File: src/rtl/nubus_pkg.sv
// Shared NuBus definitions: master FSM states, ACK status codes, TM encodings.
package nubus_pkg;

    // Master sequencer states
    typedef enum logic [2:0] {
        S_IDLE = 3'd0,
        S_ARB  = 3'd1,
        S_ADDR = 3'd2,
        S_DATA = 3'd3,
        S_ATTN = 3'd4
    } mst_state_e;

    // ACK status codes as sampled on TM1/TM0 (active-high), also reported to the CPU
    localparam logic [1:0] ST_COMPLETE = 2'b00;
    localparam logic [1:0] ST_ERROR    = 2'b01;
    localparam logic [1:0] ST_TIMEOUT  = 2'b10;
    localparam logic [1:0] ST_RETRY    = 2'b11;

    // Inverted TM lines when the master is not driving an address-cycle mode
    localparam logic [1:0] TM_N_IDLE = 2'b11;

    // Active-high transfer mode to the inverted form the driver expects
    function automatic logic [1:0] tm_to_n(input logic [1:0] tm);
        return ~tm;
    endfunction

endpackage

File: src/rtl/nubus_timeout_cnt.sv
// Loadable saturating down-counter with an expiry flag.
// Ports:
//   i_clk, i_rst     clock, synchronous active-high reset
//   i_load           load i_load_val (has priority over counting)
//   i_load_val       value loaded into the counter
//   i_en             decrement by one; holds at zero, never wraps
//   o_expired_c      counter is zero (combinational from the count register)
module nubus_timeout_cnt #(
    parameter int unsigned W = 8
) (
    input  logic         i_clk,
    input  logic         i_rst,
    input  logic         i_load,
    input  logic [W-1:0] i_load_val,
    input  logic         i_en,
    output logic         o_expired_c
);

    logic [W-1:0] r_cnt;

    // Count register: load, else saturating decrement
    always_ff @(posedge i_clk) begin
        if (i_rst) begin
            r_cnt <= '0;
        end else if (i_load) begin
            r_cnt <= i_load_val;
        end else if (i_en && (r_cnt != '0)) begin
            r_cnt <= r_cnt - W'(1);
        end
    end

    assign o_expired_c = (r_cnt == '0);

endmodule

File: src/rtl/nubus_master_ctrl.sv
// NuBus master transaction sequencer: arbitration, address, data/wait-for-ACK
// and locked-sequence NULL-ATTN, with ACK status decode, try-again retry and
// a local bus timeout.
// Ports:
//   nub_clkn, nub_reset          clock, synchronous active-high reset
//   cpu_valid/cpu_tm/cpu_lock    local transfer request
//   nub_grant/start/ack/tm       sampled bus and arbitration inputs
//   mst_*                        registered cycle flags for the NuBus driver
//   cpu_done/cpu_status          one-clock completion pulse with final status
module nubus_master_ctrl
    import nubus_pkg::*;
#(
    parameter int unsigned TIMEOUT   = 255,
    parameter int unsigned RETRY_MAX = 3
) (
    input  logic       nub_clkn,
    input  logic       nub_reset,
    input  logic       cpu_valid,
    input  logic [1:0] cpu_tm,
    input  logic       cpu_lock,
    input  logic       nub_grant,
    input  logic       nub_start,
    input  logic       nub_ack,
    input  logic [1:0] nub_tm,
    output logic       mst_arbcy,
    output logic       mst_adrcy,
    output logic       mst_dtacy,
    output logic       mst_owner,
    output logic       mst_locked,
    output logic       mst_tm1n,
    output logic       mst_tm0n,
    output logic       cpu_done,
    output logic [1:0] cpu_status
);

    localparam int unsigned CNT_W = ($clog2(TIMEOUT) > 8) ? $clog2(TIMEOUT) : 8;
    localparam int unsigned RET_W = (RETRY_MAX < 1) ? 1 : $clog2(RETRY_MAX + 1);

    mst_state_e       r_state;
    logic             r_owner;
    logic             r_arbcy;
    logic             r_adrcy;
    logic             r_dtacy;
    logic             r_locked;
    logic [1:0]       r_tm_n;
    logic             r_done;
    logic [1:0]       r_status;
    logic             r_busy;
    logic [1:0]       r_tm_lat;
    logic             r_lock_lat;
    logic             r_seq;
    logic [RET_W-1:0] r_retry;

    mst_state_e       w_state_nxt;
    logic             w_owner_nxt;
    logic             w_arbcy_nxt;
    logic             w_adrcy_nxt;
    logic             w_dtacy_nxt;
    logic             w_locked_nxt;
    logic [1:0]       w_tm_n_nxt;
    logic             w_done_nxt;
    logic [1:0]       w_status_nxt;
    logic             w_busy_nxt;
    logic [1:0]       w_tm_lat_nxt;
    logic             w_lock_lat_nxt;
    logic             w_seq_nxt;
    logic [RET_W-1:0] w_retry_nxt;
    logic             w_busy_eff;
    logic             w_finish;
    logic [1:0]       w_fin_status;
    logic             w_cnt_load;
    logic             w_cnt_en;
    logic             w_expired;

    // DATA-phase ACK timeout; loaded during ADDR so it expires on the TIMEOUT-th DATA clock
    nubus_timeout_cnt #(
        .W (CNT_W)
    ) u_tmo (
        .i_clk       (nub_clkn),
        .i_rst       (nub_reset),
        .i_load      (w_cnt_load),
        .i_load_val  (CNT_W'(TIMEOUT - 1)),
        .i_en        (w_cnt_en),
        .o_expired_c (w_expired)
    );

    // Another master's transaction is open; an ACK this clock ends it immediately
    assign w_busy_eff = r_busy & ~nub_ack;
    // A START wins over a coincident ACK: it opens the next transaction
    assign w_busy_nxt = (nub_start && !r_owner) ? 1'b1 : (nub_ack ? 1'b0 : r_busy);

    // Next state, bookkeeping and next registered outputs
    always_comb begin
        w_state_nxt    = r_state;
        w_owner_nxt    = r_owner;
        w_tm_lat_nxt   = r_tm_lat;
        w_lock_lat_nxt = r_lock_lat;
        w_seq_nxt      = r_seq;
        w_retry_nxt    = r_retry;
        w_done_nxt     = 1'b0;
        w_status_nxt   = r_status;
        w_cnt_load     = 1'b0;
        w_cnt_en       = 1'b0;
        w_finish       = 1'b0;
        w_fin_status   = ST_COMPLETE;

        case (r_state)
            S_IDLE: begin
                if (r_owner) begin
                    // Holding the bus after a locked transfer
                    if (cpu_valid && r_lock_lat) begin
                        w_state_nxt    = S_ADDR;
                        w_tm_lat_nxt   = cpu_tm;
                        w_lock_lat_nxt = cpu_lock;
                        w_retry_nxt    = '0;
                        w_seq_nxt      = 1'b1;
                    end else begin
                        w_state_nxt = S_ATTN;
                    end
                end else if (cpu_valid) begin
                    w_state_nxt    = S_ARB;
                    w_tm_lat_nxt   = cpu_tm;
                    w_lock_lat_nxt = cpu_lock;
                    w_retry_nxt    = '0;
                    w_seq_nxt      = 1'b0;
                end
            end
            S_ARB: begin
                if (nub_grant && !w_busy_eff && !nub_start) begin
                    w_state_nxt = S_ADDR;
                    w_owner_nxt = 1'b1;
                end
            end
            S_ADDR: begin
                w_state_nxt = S_DATA;
                w_cnt_load  = 1'b1;
            end
            S_DATA: begin
                w_cnt_en = 1'b1;
                if (nub_ack) begin
                    if ((nub_tm == ST_RETRY) && (r_retry < RET_W'(RETRY_MAX))) begin
                        w_retry_nxt = r_retry + RET_W'(1);
                        w_owner_nxt = 1'b0;
                        w_seq_nxt   = 1'b0;
                        w_state_nxt = S_ARB;
                    end else begin
                        w_finish     = 1'b1;
                        w_fin_status = nub_tm;
                    end
                end else if (w_expired) begin
                    w_finish     = 1'b1;
                    w_fin_status = ST_TIMEOUT;
                end
            end
            S_ATTN: begin
                w_state_nxt    = S_IDLE;
                w_owner_nxt    = 1'b0;
                w_seq_nxt      = 1'b0;
                w_lock_lat_nxt = 1'b0;
            end
            default: begin
                w_state_nxt = S_IDLE;
                w_owner_nxt = 1'b0;
            end
        endcase

        // Completion: keep the bus only for a clean transfer inside a locked sequence
        if (w_finish) begin
            w_done_nxt   = 1'b1;
            w_status_nxt = w_fin_status;
            w_state_nxt  = S_IDLE;
            if (!((w_fin_status == ST_COMPLETE) && (r_lock_lat || r_seq))) begin
                w_owner_nxt = 1'b0;
            end
        end

        // Cycle flags follow the state being entered so they line up with it
        w_arbcy_nxt  = (w_state_nxt == S_ARB) || (w_state_nxt == S_ATTN);
        w_adrcy_nxt  = (w_state_nxt == S_ADDR);
        w_dtacy_nxt  = (w_state_nxt == S_ADDR) || (w_state_nxt == S_ATTN);
        w_tm_n_nxt   = (w_state_nxt == S_ADDR) ? tm_to_n(w_tm_lat_nxt) : TM_N_IDLE;
        w_locked_nxt = w_owner_nxt && w_lock_lat_nxt && (w_state_nxt != S_ATTN);
    end

    // State and output registers
    always_ff @(posedge nub_clkn) begin
        if (nub_reset) begin
            r_state    <= S_IDLE;
            r_owner    <= 1'b0;
            r_arbcy    <= 1'b0;
            r_adrcy    <= 1'b0;
            r_dtacy    <= 1'b0;
            r_locked   <= 1'b0;
            r_tm_n     <= TM_N_IDLE;
            r_done     <= 1'b0;
            r_status   <= ST_COMPLETE;
            r_busy     <= 1'b0;
            r_tm_lat   <= 2'b00;
            r_lock_lat <= 1'b0;
            r_seq      <= 1'b0;
            r_retry    <= '0;
        end else begin
            r_state    <= w_state_nxt;
            r_owner    <= w_owner_nxt;
            r_arbcy    <= w_arbcy_nxt;
            r_adrcy    <= w_adrcy_nxt;
            r_dtacy    <= w_dtacy_nxt;
            r_locked   <= w_locked_nxt;
            r_tm_n     <= w_tm_n_nxt;
            r_done     <= w_done_nxt;
            r_status   <= w_status_nxt;
            r_busy     <= w_busy_nxt;
            r_tm_lat   <= w_tm_lat_nxt;
            r_lock_lat <= w_lock_lat_nxt;
            r_seq      <= w_seq_nxt;
            r_retry    <= w_retry_nxt;
        end
    end

    assign mst_arbcy  = r_arbcy;
    assign mst_adrcy  = r_adrcy;
    assign mst_dtacy  = r_dtacy;
    assign mst_owner  = r_owner;
    assign mst_locked = r_locked;
    assign mst_tm1n   = r_tm_n[1];
    assign mst_tm0n   = r_tm_n[0];
    assign cpu_done   = r_done;
    assign cpu_status = r_status;

endmodule

File: config.mk
export PLATFORM = sky130hd
export DESIGN_NAME = nubus_master_ctrl
export DESIGN_NICKNAME = d
export VERILOG_FILES = /design/src/rtl/nubus_pkg.sv /design/src/rtl/nubus_timeout_cnt.sv /design/src/rtl/nubus_master_ctrl.sv
export SDC_FILE = /design/constraint.sdc
export NUM_CORES = 1
export LEC_CHECK = 0
export ABC_AREA = 1
export BUFFER_PORTS_ARGS = -buffer_cell sky130_fd_sc_hd__buf_2
export CAP_MARGIN = 20
export CORE_MARGIN = 2
export CORE_UTILIZATION = 55
export DETAILED_ROUTE_END_ITERATION = 10
export PLACE_DENSITY_LB_ADDON = 0.2
export REMOVE_ABC_BUFFERS = 1
export SYNTH_ARGS = -nofsm -noshare
export SYNTH_HDL_FRONTEND = slang
export SYNTH_SLANG_ARGS = --single-unit
File: constraint.sdc
create_clock -name nub_clkn -period 1.65 [get_ports nub_clkn]
set_input_delay 0.4125 -clock nub_clkn [delete_from_list [all_inputs] [get_ports nub_clkn]]
set_output_delay 0.4125 -clock nub_clkn [all_outputs]
set_load 0.02 [all_outputs]
==> reports/metrics.cfg <==
[status]
status=completed

[power]
pwr-share-comb_pct=28.1
leakage_uw=0.000835
power_switching_uw=525
peakVddDrop_v=0.000689
clockPowerShare_pct=21.4
p_int_uw=1030
seq_power_share_pct=50.5
powerDensity_nw_per_um2=939
switching_share_pct=33.8

[critical_path]
criticalPathCategory=flop to flop
cp_slowest_cell=dfxtp_1
cp-start-kind=flop
cp_num_buf_inv=1
crit_top_cell=nor2_1
cp.arrival_ps=1680
setup.worst_path.start=r_state[0]
cp.required_ps=1900
path_cells=nor2_2, nand2_2, inv_1, nand3_1, nand2_1, nor2_1, nor2_1, nor2_1
cpLargestDelayFamily=simple AND/OR/NAND/NOR gates
path_max_fanout=5
crit_path_max_incr_delay_ps=400
r2r-start=r_state[0]
crit_path_end_kind=flop

[grt]
use_met1_pct=30.0
top_usage_layer=met2
grt_pass1_vias=1255
antenna_found_initial=0
track_usage_pct=20.9
grt_pass1_wl_um=5350
grt_overflow=0
grt_use_met2_pct=31.6
met3_usage_pct=3.26
grt_max_degree=16

[final_layout]
n_antenna_cell=0
syn2layout_area_growth_pct=12.4
drive_gt1_share_pct=17.0
nFillCells=252
multi_input_area_um2=792
final_cells=277
final_nets=262
seq_area_um2=561

[clock_network]
path_clk_slew_ps=150
cts_sinks=28
tritoncts=yes
cts_setup_buffers=0
cts_max_path_buffers=2
cts_buffers=3
clk_latency_ps=330
cts-root-buf=clkbuf_4
htree_levels=1
ctsResizeCount=0
ctsHoldBuffers=0

[routing]
drtIter0Drc=59
routed_via_density=5.10
drcViolationCount=0
routedWlPerCell_um=11.0
dr.pass1.iters=5
drtAntennaViolNets=0
totalWireLength_um=3060
vias=1413

[floorplan]
die_h_um=55.7
core_area_um2=2500
rows=18
die_area_um2=3110
fp.dieW_um=55.7
ioPinCount=21
start_util_pct=58.9

[logic_synthesis]
syn_avg_cell_area_um2=6.60
syn_inst=223
ys_ff_latch=28
seq_area_frac_synth_pct=38.1
ys.warnings.count=0
ys_types=26
syn_area_um2=1470

[sta]
worst_pin_slew_ps=329
min_period_over_period_pct=86.7
fmax_mhz=699
relSlewSlack_pct=78.1
finalCriticalPeriod_ps=1430
drv_slew=0
setup_ws_ps=219
hold_violations=0
skew_ps=8.95
setup_viol=0
tns_ps=0
rsz0062_at_grt=no

[place]
place_ws_ps=191
port_buffers=20
placed_cells=273
dp_hpwl_um=2330
globalplace.congestion=0.901

[min_path]
hold_path.class=input pin to flop
holdCritStartpoint=nub_start

[job]
maxCapViolCount=0

layout make-up:
type / count / area share (%)
Multi-Input combinational cell: 164 / 47.9
Sequential cell: 28 / 33.9
Timing Repair Buffer: 23 / 7.41
Inverter: 28 / 6.35
Tap cell: 30 / 2.27
Clock buffer: 4 / 2.19
worst paths after layout:
| path | slack, ps | to | depth (start not counted) |
|---|---|---|---|
| max reg2reg | 220 | r_retry[0] | 8 |
| min | 350 | r_busy | 3 |
| min reg2reg | 470 | cpu_status[1] | 2 |
| max | 220 | r_retry[0] | 8 |
worst min-delay path: stages:
cell	delay, ps
buf_2	110
nand2_1	60
a21oi_1	60
through the flow:
stage / total power, uW / area [um^2] / hold WS [ps] / utilization (%)
after floorplan: 1120 / 1460 / 437 / -
after global placement: 1220 / 1620 / 450 / 64.6
after detailed placement: 1230 / 1620 / 456 / 64.6
after CTS: 1560 / 1650 / 337 / 66.1
after global routing: 1670 / 1650 / 333 / 66.2
final: 1550 / 1650 / 349 / 66.2
Yosys cell counts:
| master | count | area (um^2) |
|---|---|---|
| nand2_2 | 5 | 31.3 |
| nand3_1 | 23 | 115 |
| buf_2 | 1 | 5.00 |
| nand3b_1 | 2 | 15.0 |
| clkbuf_1 | 1 | 3.75 |
| nand2_1 | 53 | 199 |
| or2_1 | 1 | 6.26 |
| or2_2 | 1 | 6.26 |
| nor2_1 | 38 | 143 |
| o21ai_4 | 1 | 16.3 |
| nand4_1 | 6 | 37.5 |
| inv_2 | 1 | 3.75 |
| o21ai_0 | 9 | 45.0 |
| o21ai_1 | 1 | 5.00 |
| o21ai_2 | 1 | 8.76 |
| clkinv_1 | 1 | 3.75 |
| xor2_1 | 1 | 8.76 |
| buf_4 | 1 | 7.51 |
| inv_1 | 26 | 97.6 |
| a31oi_1 | 1 | 6.26 |
| o21bai_1 | 1 | 7.51 |
| dfxtp_1 | 28 | 561 |
| nor2_4 | 2 | 22.5 |
| a21oi_1 | 12 | 60.1 |
| ha_1 | 3 | 37.5 |
| nor2_2 | 3 | 18.8 |
registers in the layout, summed over array words and instances, names as in the netlist, 2 cells and up:
register	cells
r_tm_n	2
cpu_status	2
r_retry	2
r_state	3
r_tm_lat	2
u_tmo.r_cnt	8
cell families (layout without fill, tap and decap cells):
| group | Yosys count | after routing | share of synthesized area (%) |
|---|---|---|---|
| simple gates | 134 | 134 | 40.4 |
| buf+inv | 31 | 55 | 8.25 |
| flops | 28 | 28 | 38.1 |
| compound gates | 26 | 26 | 10.1 |
| fa+ha+maj | 3 | 3 | 2.55 |
| xor+xnor | 1 | 1 | 0.595 |
routing by layer:
metal	share of wire [%]	routed length, um
met2	42	1300
met3	6.3	191
met5	0	0
met1	50	1540
met4	0.82	25
cell usage in the layout (no fill, tap or decap), drive strengths merged:
cell	n
nand3b	2
o21bai	1
clkbuf	4
buf	23
a21oi	12
o21ai	12
or2	2
ha	3
nor2	43
clkinv	1
nand2	58
inv	27
nand4	6
a31oi	1
xor2	1
dfxtp	28
nand3	23
power by group through the flow:
stage / clock network [uW] / logic (uW) / registers, uW
floorplan: 0 / 321 / 801
global placement: 0 / 429 / 794
detailed placement: 0 / 431 / 797
CTS: 343 / 433 / 783
global route: 370 / 511 / 793
finish: 333 / 436 / 784
No activity file was read; power rests on OpenSTA's default activity.
